`config.mk`:
```
export PLATFORM = sky130hd
export DESIGN_NAME = mux_share_arbiter
export DESIGN_NICKNAME = d
export VERILOG_FILES = /design/src/rtl/mux_share_arbiter.sv
export SDC_FILE = /design/constraint.sdc
export NUM_CORES = 1
export LEC_CHECK = 0
export CAP_MARGIN = 25
export CORE_AREA = 10 10 47 49
export DETAILED_ROUTE_END_ITERATION = 8
export DIE_AREA = 0 0 57 59
export GPL_ROUTABILITY_DRIVEN = 0
export GPL_TIMING_DRIVEN = 0
export PLACE_DENSITY_LB_ADDON = 0.2
export SYNTH_ARGS = -nofsm -noshare
export SYNTH_HDL_FRONTEND = slang
export SYNTH_SLANG_ARGS = --single-unit
```
`constraint.sdc`:
```
create_clock -name clk -period 2.3 [get_ports clk]
set_input_delay 0.46 -clock clk [delete_from_list [all_inputs] [get_ports clk]]
set_output_delay 0.46 -clock clk [all_outputs]
set_load 0.05 [all_outputs]
```
`src/rtl/mux_share_arbiter.sv`:
```
// -----------------------------------------------------------------------------
// mux_share_arbiter
//
// Two-requester round-robin arbiter that owns the select line of a shared 2:1
// datapath mux. Requester A is routed through mux input a (sel=0) and requester
// B through mux input b (sel=1). Grants are registered and mutually exclusive,
// and sel always routes the current owner.
//
// Optional feature (compile-time macro MUX_ARB_TIMEOUT_EN):
//   When defined, an owner that has held the port for MAX_HOLD consecutive
//   cycles while the other requester is waiting is forcibly switched over.
//   The cycle in which the new owner first holds the grant carries a one-cycle
//   revoke pulse. When undefined, ownership is unbounded and revoke is tied 0.
//
// Parameters
//   FIRST_PRIO  requester favoured on the first contention after reset (0=A, 1=B)
//   MAX_HOLD    max consecutive owned cycles before forced revoke (>=2)
//   CNT_W       hold counter width, 2**CNT_W > MAX_HOLD
//
// Ports
//   clk     in   rising-edge system clock
//   rst_n   in   asynchronous active-low reset
//   req_a   in   A requests the shared port (level, held until granted)
//   rel_a   in   A releases ownership (1-cycle pulse, honoured only while gnt_a)
//   req_b   in   B request
//   rel_b   in   B release
//   gnt_a   out  A owns the port (registered)
//   gnt_b   out  B owns the port (registered)
//   sel     out  mux select: 0 routes a, 1 routes b (registered)
//   busy    out  gnt_a | gnt_b
//   revoke  out  1-cycle pulse when ownership was removed by timeout
// -----------------------------------------------------------------------------
module mux_share_arbiter #(
   parameter logic FIRST_PRIO = 1'b0,
   parameter int   MAX_HOLD   = 16,
   parameter int   CNT_W      = 5
) (
   input  logic clk,
   input  logic rst_n,
   input  logic req_a,
   input  logic rel_a,
   input  logic req_b,
   input  logic rel_b,
   output logic gnt_a,
   output logic gnt_b,
   output logic sel,
   output logic busy,
   output logic revoke
);

   typedef enum logic [1:0] {
      IDLE  = 2'd0,
      OWN_A = 2'd1,
      OWN_B = 2'd2
   } state_t;

   state_t state;
   state_t state_nxt;

   // last_owner encoding: 0 = A, 1 = B. Contention is awarded to the
   // requester that is not the last owner.
   logic last_owner;
   logic last_owner_nxt;

   // sel is held in its own register because it must keep its last value
   // while the arbiter is idle, which the state alone cannot express.
   logic sel_q;
   logic sel_nxt;

`ifdef MUX_ARB_TIMEOUT_EN
   localparam logic [CNT_W-1:0] HOLD_LAST = CNT_W'(MAX_HOLD - 1);

   logic [CNT_W-1:0] hold_cnt;
   logic             hold_expired;
   logic             force_xfer;
   logic             revoke_q;

   assign hold_expired = (hold_cnt == HOLD_LAST);

   // Hold counter: cleared whenever a new owner takes the port (including a
   // direct A<->B hand-over), counts each owned cycle, and saturates at
   // MAX_HOLD-1 so a late-arriving contender triggers the transfer at once.
   always_ff @(posedge clk or negedge rst_n) begin
      if (!rst_n) begin
         hold_cnt <= '0;
      end else if ((state_nxt != IDLE) && (state_nxt != state)) begin
         hold_cnt <= '0;
      end else if ((state != IDLE) && !hold_expired) begin
         hold_cnt <= hold_cnt + 1'b1;
      end
   end
`endif

   // ---------------------------------------------------------------------------
   // State register
   // ---------------------------------------------------------------------------
   always_ff @(posedge clk or negedge rst_n) begin
      if (!rst_n) begin
         state      <= IDLE;
         last_owner <= ~FIRST_PRIO;
         sel_q      <= 1'b0;
`ifdef MUX_ARB_TIMEOUT_EN
         revoke_q   <= 1'b0;
`endif
      end else begin
         state      <= state_nxt;
         last_owner <= last_owner_nxt;
         sel_q      <= sel_nxt;
`ifdef MUX_ARB_TIMEOUT_EN
         revoke_q   <= force_xfer;
`endif
      end
   end

   // ---------------------------------------------------------------------------
   // Next-state logic
   // ---------------------------------------------------------------------------
   always_comb begin
      state_nxt      = state;
      last_owner_nxt = last_owner;
`ifdef MUX_ARB_TIMEOUT_EN
      force_xfer     = 1'b0;
`endif

      case (state)
         IDLE: begin
            if (req_a && !req_b) begin
               state_nxt = OWN_A;
            end else if (req_b && !req_a) begin
               state_nxt = OWN_B;
            end else if (req_a && req_b) begin
               state_nxt = last_owner ? OWN_A : OWN_B;
            end
         end

         OWN_A: begin
            // A dropped request counts as a release; release beats a
            // simultaneous re-request, so a waiting B always goes next.
            if (rel_a || !req_a) begin
               state_nxt      = req_b ? OWN_B : IDLE;
               last_owner_nxt = 1'b0;
`ifdef MUX_ARB_TIMEOUT_EN
            end else if (hold_expired && req_b) begin
               state_nxt      = OWN_B;
               last_owner_nxt = 1'b0;
               force_xfer     = 1'b1;
`endif
            end
         end

         OWN_B: begin
            if (rel_b || !req_b) begin
               state_nxt      = req_a ? OWN_A : IDLE;
               last_owner_nxt = 1'b1;
`ifdef MUX_ARB_TIMEOUT_EN
            end else if (hold_expired && req_a) begin
               state_nxt      = OWN_A;
               last_owner_nxt = 1'b1;
               force_xfer     = 1'b1;
`endif
            end
         end

         default: begin
            state_nxt = IDLE;
         end
      endcase

      // sel moves on the same edge as the grant it serves, holds in IDLE.
      sel_nxt = sel_q;
      if (state_nxt == OWN_A) begin
         sel_nxt = 1'b0;
      end else if (state_nxt == OWN_B) begin
         sel_nxt = 1'b1;
      end
   end

   // ---------------------------------------------------------------------------
   // Output decode (from registered state only)
   // ---------------------------------------------------------------------------
   always_comb begin
      gnt_a  = (state == OWN_A);
      gnt_b  = (state == OWN_B);
      busy   = gnt_a | gnt_b;
      sel    = sel_q;
`ifdef MUX_ARB_TIMEOUT_EN
      revoke = revoke_q;
`else
      revoke = 1'b0;
`endif
   end

endmodule

```
# After elaboration in Yosys (flattened, before gate mapping)
# Index checks and enable logic that the tools add are counted.
# op_classes
n_eq_ne	6
mux	14
bitwise_logic	1
n_reduce_logical	11
# op_table
cell	count
$mux 2	7
$pmux 2 s3	1
$mux 1	5
$eq 2x1->1 const B	2
$eq 2x2->1 const B	2
$ne 2x1->1 const B	2
$reduce_bool 2->1	2
$logic_and 1x1->1	3
$reduce_and 3->1	1
$logic_not 1->1	2
$logic_not 2->1	1
$logic_or 1x1->1	2
$pmux 1 s2	1
$or 1x1->1	1
# word_totals
reg_bits	4

# Depth between registers and ports, before layout
# logic_depth
ltp_word	8
ltp_mapped	8

# Worst setup path before layout
# Ideal clock, no wire load.
# synth_timing
kind	reg-to-reg
from	register state[0]
to	register sel_q, in the netlist sel
arrival_time_ns	1.956
required_time_ns	2.173
path_slack_ns	0.217
stages_incl_launch_ff	9
path_buffers	0
cell_sequence	dfrtp_1 -> inv_1 -> ha_1 -> and3b_4 -> nand2_1 -> a31o_2 -> ha_1 -> nand2_1 -> o21ai_0
# synth_between
elab_cells_between_ends	13
cone_classes	4 x eq/ne; 7 x mux; 2 x reduce/logical
# synth_lines
element	line_no	source
from (decl)	57	state_t state;
from (signal assigned)	106	state <= state_nxt;
$eq 2x2->1 (*)	-	
named net gnt_b	45	output logic gnt_b,
$pmux 2 s3 (*)	125	case (state)
$eq 2x1->1 / $eq 2x2->1 (equally long branches)	171, 173	
$mux 1 / $reduce_bool 2->1 (equally long branches)	-	
to (signal assigned)	108	sel_q <= sel_nxt;
to (decl)	67	logic sel_q;
# The timed path passes the listed nets; every way through them passes the cells marked *.
# A chain may end at the register's enable or synchronous reset.

# Worst setup path after layout
# layout_timing
from	register state[1]
to	output busy
# layout_between
elab_chain_len	2
elab_cells_between_ends	3
cone_classes	2 x eq/ne; 1 x bitwise
# layout_lines
element	line_no	source
$eq 2x1->1 / $eq 2x2->1 (equally long branches)	182, 183	
$or 1x1->1 (*)	184	busy = gnt_a | gnt_b;
to (decl)	47	output logic busy,
# Mark *: on every way between the ends. The rest lies on a longest branch, timed or not.

==> impl_metrics.ini <==
[timing]
slew_headroom_pct = 66.08
worstMarginPinSlew_ns = 0.5072
rsz0062_at_grt = false
holdWs_ns = 0.4245
maxSlewViolCount = 0
min_period_ns = 2.008
fmax_ghz = 0.4980
hold_viol = 0
skew_ns = 0.006538
setup_tns_ns = 0
setup_viol = 0
finalCritPeriodShare_pct = 87.31

[route]
num_vias = 292
wl_um = 786
postRouteAntennaNets = 0
viasPerCell = 4.635
drcViolationCount = 0
drt_iter0_drc = 6
wl_per_cell_um = 12.48
dr.pass1.iters = 2

[die]
rows = 14
start_util_pct = 24.73
io_pins = 11
core_area_sq_um = 1401
die-width_um = 57
dieArea_sq_um = 3363
die_h_um = 59

[clock_network]
clock_latency_ns = 0.23
clk_pin_slew_ns = 0.04
hold_buffers = 0
cts.repair.resized = 1
htree_num_levels = 1
cts_root_buf = clkbuf_4
cts_setup_buffers = 0
cts_buffers = 3
cts.sinks = 4
cts_tree = yes
cts_max_path_buffers = 2

[placed_design]
dpl.hpwl_um = 645.9
io_buffers = 9

[logic_synthesis]
synth_xor_area_share_pct = 0
syn_area_sq_um = 346.6
yosys_warnings = 0
yosys.cell_types.count = 24
synth_compound_area_share_pct = 21.66
synth_top_area_share_pct = 21.66
synth.most_common_cell = ha_1
synth_top_family_by_area = compound AO/OA/AOI/OAI gates
ys.flop_type = dfrtp_1
synth_area_leader_cell = dfrtp_1
yosysSeqAreaShare_pct = 29.24
async_reset_ff_share_pct = 100.0
syn_inst = 34
synth_edf_count = 0
synth_mux_area_share_pct = 4.332
synth-seq-cells = 4
yosys.area_share.adder_pct = 18.05
avgSynthCellArea_sq_um = 10.19
synth_commonest_cells = ha_1, dfrtp_1
syn_nets = 45
ys_top_cells_by_area = dfrtp_1, ha_1, dfstp_2
synthSimpleGateAreaFrac_pct = 21.30

[pwr]
powerDensity_nw_per_um2 = 1414
peakVddDrop_uv = 519.8
p_leak_nw = 0.2523

[global_route]
grt_max_degree = 7
grtUsageTotal_pct = 5.017
antenna_found_initial = 0
first_global_vias = 338
grt-ovfl-total = 0
grt_first_pass_wirelength_um = 1386

[setup_path]
cp_max_fo = 6
cp.required_ns = 1.84
ff2ff_path_depth = 8
cp.arrival_ns = 1.55
crit_type = reg2out
worstSetupEndpointType = output port
start_kind = flop

[final_layout]
final_layout_size_suffix_gt1_share_pct = 23.40
areaGrowthSynthToFinish_pct = 40.43
diodes = 0
n_fill_cell = 160
nets = 59

[worst_hold_path]
min_path_type = in2async

[run_status]
status = finished clean

[job]
drv_cap = 0
[cell usage in the layout (no fill, tap or decap), types with 2 or more instances in the layout]
master           netlist  final
clkdlybuf4s50_1        0      6
clkbuf_4               0      3
nand2_1                2      2
a31oi_1                2      2
inv_1                  2      2
o21ai_0                2      2
dfrtp_1                3      3
dlymetal6s2s_1         0      2
ha_1                   5      5
[metrics by stage]
stage          instances  total power, mW  instance area, sq um  utilization (%)  worst slack [ns]
2_1_floorplan         34           0.4890                 346.6                -            0.2173
3_3_place_gp          59           0.6055                 456.7            32.59            0.1722
3_5_place_dp          59           0.6137                 456.7            32.59            0.1527
4_1_cts               63           0.7026                 481.7            34.38          0.004403
5_1_grt               63           0.7541                 486.7            34.73            0.2171
6_report              63           0.6883                 486.7            34.73            0.2918
[final timing paths]
kind                           from    endpoint  slack [ns]
setup / recovery           state[1]        busy        0.29
hold / removal                rst_n    state[1]        0.42
setup reg to reg           state[0]         sel        0.43
hold reg to reg                 sel         sel        0.51
max in group asynchronous     rst_n  last_owner        1.63
min in group clk                sel         sel        0.51
[routing by layer]
| layer | track usage [%] | wire length [um] | vias up |
|---|---|---|---|
| met2 | 8.217 | 385 | 6 |
| met3 | 1.931 | 46 | 0 |
| li1 | - | - | 147 |
| met1 | 5.357 | 354 | 139 |
| met5 | 0 | 0 | - |
| met4 | 3.020 | 0 | 0 |
[power breakdown]
group / switching (mW) / total [mW] / internal [mW]
sequential: 0.0298 / 0.139 / 0.109
clock: 0.0284 / 0.0935 / 0.0651
combinational: 0.273 / 0.456 / 0.183
total: 0.332 / 0.688 / 0.357
[state kept, by name, indices dropped and copies added, names as in the netlist]
name	flops
state	2
last_owner	1
sel	1
[worst max-delay path, cell delays in order (launching register included)]
cell           delay (ns)
dfrtp_1              0.41
inv_1                0.09
ha_1                 0.28
dlygate4sd2_1        0.53
[layout make-up]
class	count	area (sq um)	area share, %
Clock buffer	4	26.28	5.398
Tap cell	16	20.02	4.113
Multi-Input combinational cell	27	230.2	47.30
Sequential cell	4	101.3	20.82
Buffer	1	7.507	1.542
Inverter	2	7.507	1.542
Timing Repair Buffer	9	93.84	19.28
[cells by family after synthesis]
kind of cell / Yosys count
and+or+nand+nor: 9
AOI/OAI and AO/OA: 11
muxes: 1
DFF: 4
other: 1
adders and majority gates: 5
buffers and inverters: 3
No activity file was read; power rests on OpenSTA's default activity.
